--- src/rtl/tone_sequencer.sv ---
// Programmable note sequencer feeding the sawtooth PWM tone generator.
// Define TONE_SEQ_LOOP_EN to wrap playback to entry 0 instead of finishing.
module tone_sequencer #(
  parameter int SEQ_LEN   = 16,
  parameter int TICK_DIV  = 256000,
  parameter int GAP_TICKS = 2
) (
  input  logic                       clk,
  input  logic                       reset,
  input  logic                       wr_en,
  input  logic [$clog2(SEQ_LEN)-1:0] wr_addr,
  input  logic [23:0]                wr_data,
  input  logic                       start,
  input  logic                       stop,
  output logic [15:0]                note_freq,
  output logic                       gate,
  output logic                       busy,
  output logic                       done,
  output logic [$clog2(SEQ_LEN)-1:0] cur_idx
);

  localparam int AW = $clog2(SEQ_LEN);
  localparam int CW = $clog2(TICK_DIV + 1);
  localparam int TW = ($clog2(GAP_TICKS + 1) > 8) ?
                      $clog2(GAP_TICKS + 1) : 8;

  typedef enum logic [1:0] {
    S_IDLE,
    S_PLAY,
    S_GAP,
    S_DONE
  } state_t;

  state_t          state, state_n;
  logic [AW-1:0]   idx, idx_n;
  logic [CW-1:0]   cyc;
  logic [TW-1:0]   tick;
  logic            cnt_clr;
  logic [23:0]     tbl [SEQ_LEN];

  logic [15:0]     note_n;
  logic            gate_n, busy_n, done_n;

  logic            active;
  logic            tick_end, play_end, gap_end;
  logic [AW-1:0]   nxt;
  logic            last;
  logic [7:0]      cur_dur;
  logic [7:0]      nxt_dur;
  logic [7:0]      first_dur;

  assign active    = (state == S_PLAY) || (state == S_GAP);
  assign cur_dur   = tbl[idx][7:0];
  assign nxt       = idx + AW'(1);
  assign nxt_dur   = tbl[nxt][7:0];
  assign first_dur = tbl[0][7:0];
  assign last      = (idx == AW'(SEQ_LEN - 1));
  assign tick_end  = (cyc == CW'(TICK_DIV - 1));
  assign play_end  = tick_end &&
                     (tick == TW'(cur_dur) - TW'(1));
  assign gap_end   = tick_end && (tick == TW'(GAP_TICKS - 1));

  // Table is frozen while playing, so entries are read in place.
  always_ff @(posedge clk or posedge reset) begin
    if (reset) begin
      for (int i = 0; i < SEQ_LEN; i++) tbl[i] <= '0;
    end else if (wr_en && !active) begin
      tbl[wr_addr] <= wr_data;
    end
  end

  always_ff @(posedge clk or posedge reset) begin
    if (reset) begin
      state <= S_IDLE;
      idx   <= '0;
      cyc   <= '0;
      tick  <= '0;
    end else begin
      state <= state_n;
      idx   <= idx_n;
      if (cnt_clr) begin
        cyc  <= '0;
        tick <= '0;
      end else if (active) begin
        if (tick_end) begin
          cyc  <= '0;
          tick <= tick + TW'(1);
        end else begin
          cyc <= cyc + CW'(1);
        end
      end
    end
  end

  always_comb begin
    state_n = state;
    idx_n   = idx;
    cnt_clr = 1'b0;
    if (stop) begin
      state_n = S_IDLE;
      idx_n   = '0;
    end else begin
      unique case (state)
        S_IDLE: begin
          if (start) begin
            idx_n   = '0;
            cnt_clr = 1'b1;
            state_n = (first_dur == 8'd0) ? S_DONE : S_PLAY;
          end
        end
        S_PLAY, S_GAP: begin
          if (state == S_PLAY && play_end && GAP_TICKS > 0) begin
            state_n = S_GAP;
            cnt_clr = 1'b1;
          end else if ((state == S_PLAY && play_end) ||
                       (state == S_GAP && gap_end)) begin
            cnt_clr = 1'b1;
            if (last || nxt_dur == 8'd0) begin
`ifdef TONE_SEQ_LOOP_EN
              idx_n   = '0;
              state_n = S_PLAY;
`else
              state_n = S_DONE;
`endif
            end else begin
              idx_n   = nxt;
              state_n = S_PLAY;
            end
          end
        end
        S_DONE: state_n = S_IDLE;
        default: state_n = S_IDLE;
      endcase
    end
  end

  // Outputs are computed from the next state so they register in step.
  always_comb begin
    note_n = '0;
    gate_n = 1'b0;
    busy_n = (state_n == S_PLAY) || (state_n == S_GAP);
    done_n = (state_n == S_DONE);
    if (state_n == S_PLAY) begin
      note_n = tbl[idx_n][23:8];
      gate_n = (tbl[idx_n][23:8] != 16'd0);
    end
  end

  always_ff @(posedge clk or posedge reset) begin
    if (reset) begin
      note_freq <= '0;
      gate      <= 1'b0;
      busy      <= 1'b0;
      done      <= 1'b0;
    end else begin
      note_freq <= note_n;
      gate      <= gate_n;
      busy      <= busy_n;
      done      <= done_n;
    end
  end

  assign cur_idx = idx;

endmodule

--- config.mk ---
export PLATFORM = sky130hd
export DESIGN_NAME = tone_sequencer
export DESIGN_NICKNAME = d
export VERILOG_FILES = /design/src/rtl/tone_sequencer.sv
export SDC_FILE = /design/constraint.sdc
export NUM_CORES = 1
export LEC_CHECK = 0
export CAP_MARGIN = 20
export CORE_ASPECT_RATIO = 1.1
export CORE_UTILIZATION = 32
export CTS_BUF_LIST = sky130_fd_sc_hd__clkbuf_4
export DETAILED_ROUTE_END_ITERATION = 10
export PLACE_DENSITY = 0.48
export SYNTH_ARGS = -nofsm -noshare
export SYNTH_HDL_FRONTEND = slang
export SYNTH_SLANG_ARGS = --single-unit
--- constraint.sdc ---
create_clock -name clk -period 36.7 [get_ports clk]
set_input_delay 11.01 -clock clk [delete_from_list [all_inputs] [get_ports clk]]
set_output_delay 11.01 -clock clk [all_outputs]
set_load 0.01 [all_outputs]
=== After elaboration in Yosys (flattened, before gate mapping) ===
Cells that the tools add are included.

* Add/subtract/negate cells: 4
* Multipliers: 0
* Div/mod/pow operators: 0
* Order comparisons: 5
* Equal/unequal tests: 10
* Shifts and indexed selects: 0
* Mux-type cells: 38
* Bitwise operators: 4
* Reductions and logical operators: 19

{| class="wikitable"
|+ Operator list
! operator !! count
|-
| $bwmux 384 || 1
|-
| $bmux 24 s4 || 3
|-
| $demux 24 s4 || 1
|-
| $mux 24 || 3
|-
| $mux 8 || 7
|-
| $mux 18 || 3
|-
| $ge 5x5->1 const B || 4
|-
| $mux 4 || 5
|-
| $not 4->5 || 4
|-
| $add 18x1->18 const B || 1
|-
| $eq 18x18->1 const B || 1
|-
| $logic_not 8->1 || 2
|-
| $mux 16 || 1
|-
| $reduce_bool 16->1 || 1
|-
| $mux 2 || 6
|-
| $add 8x1->8 const B || 1
|-
| $eq 2x2->1 const B || 4
|-
| $eq 8x1->1 const B || 1
|-
| $eq 8x8->1 || 1
|-
| $pmux 4 s2 || 1
|-
| $sub 8x1->8 const B || 1
|-
| $logic_and 1x1->1 || 6
|-
| $pmux 2 s3 || 1
|-
| $lt 5x1->1 const B || 1
|-
| other kinds (11) || 20
|}

* Register bits after elaboration: 435
* Bits in latches: 0
* Memory bits (writable): 0
* Bits in read-only memories: 0
* Input bits: 33
* Output and inout bits: 23
* Word-level logic and storage cells: 104
* Memories: 0

=== Logic depth before layout (Yosys ltp) ===
* Word-level depth: 19
* Mapped depth: 27
* Mapped depth without buffers: 20

=== Worst setup path before layout ===
Ideal clock, no wire load.

* Kind: input-to-reg
* From: input start
* To: register gate
* Arrival time: 13.400 ns
* Data required time: 36.551 ns
* Setup slack: 23.150 ns
* Stages on the path: 14
* Path buffers: 2
* Cells stage by stage: nor2b_1 -> o31ai_1 -> and3_4 -> or2_1 -> clkinv_2 -> buf_4 -> buf_4 -> mux2i_1 -> nor2_1 -> o22ai_1 -> nor3_1 -> or4_4 -> nor4b_2 -> a41oi_1

* Word-level cells in the longest chain between the ends: 9
* Elaborated cells on any way between the ends: 13
* Classes of those cells: eq/ne (1); mux (10); bitwise (1); reduce/logical (1)

{| class="wikitable"
|+ RTL lines
! item !! RTL line !! source
|-
| start, declared || 13 || <nowiki>input logic start,</nowiki>
|-
| $mux 4 || 105 || <nowiki>if (start) begin</nowiki>
|-
| $pmux 4 s2 || 103 || <nowiki>unique case (state)</nowiki>
|-
| $mux 4 || 99 || <nowiki>if (stop) begin</nowiki>
|-
| $not 4->5 (implied by the code) || 145 || <nowiki>gate_n = (tbl[idx_n][23:8] != 16'd0);</nowiki>
|-
| $bmux 24 s4 || 145 ||
|-
| $mux 24 (implied by the code) (2 in a row) || 145 ||
|-
| $reduce_bool 16->1 || 145 ||
|-
| $mux 1 (*) || 143 || <nowiki>if (state_n == S_PLAY) begin</nowiki>
|-
| named net gate_n || 42 || <nowiki>logic gate_n, busy_n, done_n;</nowiki>
|-
| end signal, assigned || 157 || <nowiki>gate <= gate_n;</nowiki>
|-
| end, declared || 16 || <nowiki>output logic gate,</nowiki>
|}

The timed path passes the listed nets; every way through them passes the cells marked *. The select of a mux whose other input is x is not followed.
A chain may end at the register's enable or synchronous reset.

=== Worst setup path after layout ===
Same ends and word-level chain as after synthesis.

==> flow_summary_export.csv <==
group,metric,value,unit
status,outcome,"finished clean",
logic_synthesis,synth_simple_gate_area_frac,0.0857,
logic_synthesis,async_flop_share,1.00,
pwr,internal_power,0.00120,W
pwr,p_sw,0.000551,W
logic_synthesis,ys_seq_area_frac,0.524,
logic_synthesis,synth_area,20800,um^2
clock_tree,clockBufferDepth,3,
worst_setup_path,cp.required,37.43,ns
global_routing,grt_max_degree,184,
pwr,p_leak,10.1,nW
logic_synthesis,syn_nets,1679,
logic_synthesis,ys_ff_latch,435,
sta,worst_pin_slew,1.14,ns
worst_setup_path,end_kind,"flop",
pwr,seq_power_share,0.474,
floorplanning,start_util,0.325,
placed_design,place_congestion,0.789,
placed_design,io_buffers,55,
sta,drv_slew,0,
sta,setup_viol,0,
pwr,p_clk_frac,0.248,
routing,drt-initial-drc-count,727,
layout,syn_to_final_growth,13.8,%
sta,skew,0.0734,ns
clock_tree,cts_tree,"done",
pwr,p_total,0.00175,W
worst_setup_path,path_cells,"clkdlybuf4s50_1, nor2b_1, o31ai_1, and3_4, or2_1, buf_4, inv_4, buf_4, nor3_4, buf_4, a221oi_1, o21ai_0, and4_1, or4_4, nor4b_2, a41oi_1",
floorplanning,coreArea,64000,um^2
logic_synthesis,yosysTopAreaCellShare,0.524,
pwr,powerDensity,74.1,nW/um^2
logic_synthesis,synth_top_family_by_area,"multiplexers",
layout,fin_area,23600,um^2
layout,layout-drive-gt1-share,0.365,
layout,finalNetCount,1762,
layout,postLayoutCoreUtil,0.369,
pwr,combPwrFrac,0.279,
global_routing,grt_pass1_wl,91.3,mm
clock_tree,clk_latency,0.86,ns
sta,rsz0062_at_grt,"no",
floorplanning,die-height,269,um
clock_tree,postCtsSetupRepairBufs,0,
clock_tree,cts_resized,0,
logic_synthesis,synthTopCellsByCount,"dfrtp_1 (435), mux2_2 (398), nand2_1 (116)",
pwr,swShare,0.315,
routing,drtAntennaViolNets,0,
floorplanning,pin_count,56,
floorplanning,rows,97,
clock_tree,cts_sinks,435,
routing,drc,0,
worst_setup_path,critical_path_class,"primary input to flop",
global_routing,grt_overflow_total,0,
placed_design,post_dp_cell_area,22200,um^2
routing,wirelength,58.6,mm
logic_synthesis,synthFlopType,"dfrtp_1",
worst_setup_path,cp_num_buf_inv,5,
sta,finalHoldViolCount,0,
floorplanning,die_w,245,um
logic_synthesis,syn_inst,1635,
clock_tree,clockRootBuffer,"clkbuf_4",
worst_setup_path,crit_path_max_fanout,61,
routing,vias,13900,
logic_synthesis,syn_area_per_cell,12.7,um^2
floorplanning,dieArea,65900,um^2
sta,period_needed,15.21,ns
sta,slew_headroom,0.241,
logic_synthesis,synth_edf_count,0,
global_routing,antenna_found_initial,1,
worst_hold_path,hold_path_class,"flop to flop",
worst_setup_path,cp.arrival,15.94,ns
logic_synthesis,synth_compound_area_frac,0.0626,
sta,finalCritPeriodShare,0.414,
routing,vias_per_cell,5.26,
flow_run,max_cap_viol_count,0,
worst_setup_path,slowest_delay,0.84,ns
worst_setup_path,crit_family,"buffers and inverters",
logic_synthesis,synth-xor-area-share,0.0135,
clock_tree,clkTransAtPathRegs,0.07,ns
pwr,ir_drop,0.0299,mV
sta,finalSetupTns,0,ns
worst_setup_path,cp_common_cell,"buf_4",
logic_synthesis,synth.area.mux_share,0.279,
logic_synthesis,synth_most_common_cell,"dfrtp_1",
clock_tree,cts_made_buffers,115,
logic_synthesis,yosys.area.top_type,"dfrtp_1",
logic_synthesis,yosys.area_share.adder,0.00663,
clock_tree,cts-htree-levels,3,
routing,wl_per_cell,22.1,um
placed_design,post-dp-hpwl,35.3,mm
layout,fill_cells,6252,
sta,max_freq,0.0657,GHz
global_routing,grtUsageTotal,0.181,
global_routing,first_global_vias,15000,
logic_synthesis,synthTopCellsByArea,"dfrtp_1 (52%), mux2_2 (22%), mux4_2 (3.9%), mux2i_1 (2.3%), nand2_1 (2.1%)",
logic_synthesis,yosys_warnings,0,
logic_synthesis,yosysUniqueCellTypes,77,
routing,firstDrtPassIters,5,
worst_setup_path,start_kind,"primary input",
clock_tree,ctsHoldBuffers,0,
worst_setup_path,slowest_stage,"buf_4",
## final cells by class
| type | instances | area [um^2] | share of cell area |
|---|---|---|---|
| antenna | 2 | 5.00 | 0.000212 |
| clock buffer | 167 | 1250 | 0.0531 |
| clock inverter | 33 | 218 | 0.00921 |
| inverter | 18 | 77.6 | 0.00328 |
| multi-input combinational | 1065 | 9340 | 0.395 |
| sequential | 435 | 10900 | 0.461 |
| tap | 841 | 1050 | 0.0445 |
| timing repair buffer | 83 | 798 | 0.0338 |
## cells by family after synthesis
family / Yosys count
flip-flops: 435
multiplexers: 483
adder cells (fa/ha/maj): 11
AND/OR/NAND/NOR: 352
buffers and inverters: 135
AO/OA/AOI/OAI: 187
XOR/XNOR: 32
## stage by stage
step	hold slack (ns)	setup WS [ns]	instances
3_3_place_gp	0.480	20.60	2440
5_1_grt	0.512	21.28	2644
2_1_floorplan	0.471	13.57	1635
6_report	0.500	21.49	2644
4_1_cts	0.501	21.53	2642
3_5_place_dp	0.487	20.54	2442
## path summary, 6_finish.rpt
kind / depth (start not counted) / end / slack [ns] / from
max in group asynchronous: 3 / tbl[166] / 24.40 / reset
worst min register to register: 1 / tbl[377] / 0.50 / tbl[377]
worst max-delay path: 16 / gate / 21.49 / start
min in group asynchronous: 2 / note_freq[9] / 10.71 / reset
worst max register to register: 21 / gate / 28.49 / cur_idx[0]
worst min-delay path: 1 / tbl[377] / 0.50 / tbl[377]
## flip-flops by register name (all words and copies together), names as in the netlist
register and flops:
busy 1, gate 1, first_dur 8, note_freq 16, tbl 376, cyc 18
tick 8, done 1, cur_idx 4, state 2
## power by group through the flow
stage	logic, W	registers (W)	clock network [W]
detailed placement	0.000493	0.000835	0
floorplan	0.000378	0.000791	0
global route	0.000534	0.000856	0.000477
CTS	0.000495	0.000827	0.000452
finish	0.000488	0.000829	0.000434
global placement	0.000482	0.000831	0
## cell usage in the layout, fill, tap and decap left out, types with 11 or more instances in the layout
cell type        instances
dfrtp_1                434
mux2_2                 398
clkbuf_4               167
nand2_1                116
nor2_1                  61
clkdlybuf4s50_1         55
mux2i_1                 48
a21oi_1                 48
mux4_2                  36
nand3_1                 32
clkinv_1                26
o21ai_0                 25
a221oi_1                25
buf_4                   25
nor4_1                  24
nor3_1                  18
xor2_1                  18
nor2b_1                 15
nand4_1                 15
xnor2_1                 14
inv_1                   13
a211oi_1                11
ha_1                    11
## layer usage
metal	vias up	wire, um	part of all wire	track usage
met1	7247	26300	0.45	0.238
li1	6242	-	-	-
met4	0	1230	0.021	0.0628
met5	-	0	0	0
met2	332	28700	0.49	0.301
met3	83	2350	0.040	0.0300
No activity file was read; power rests on OpenSTA's default activity.
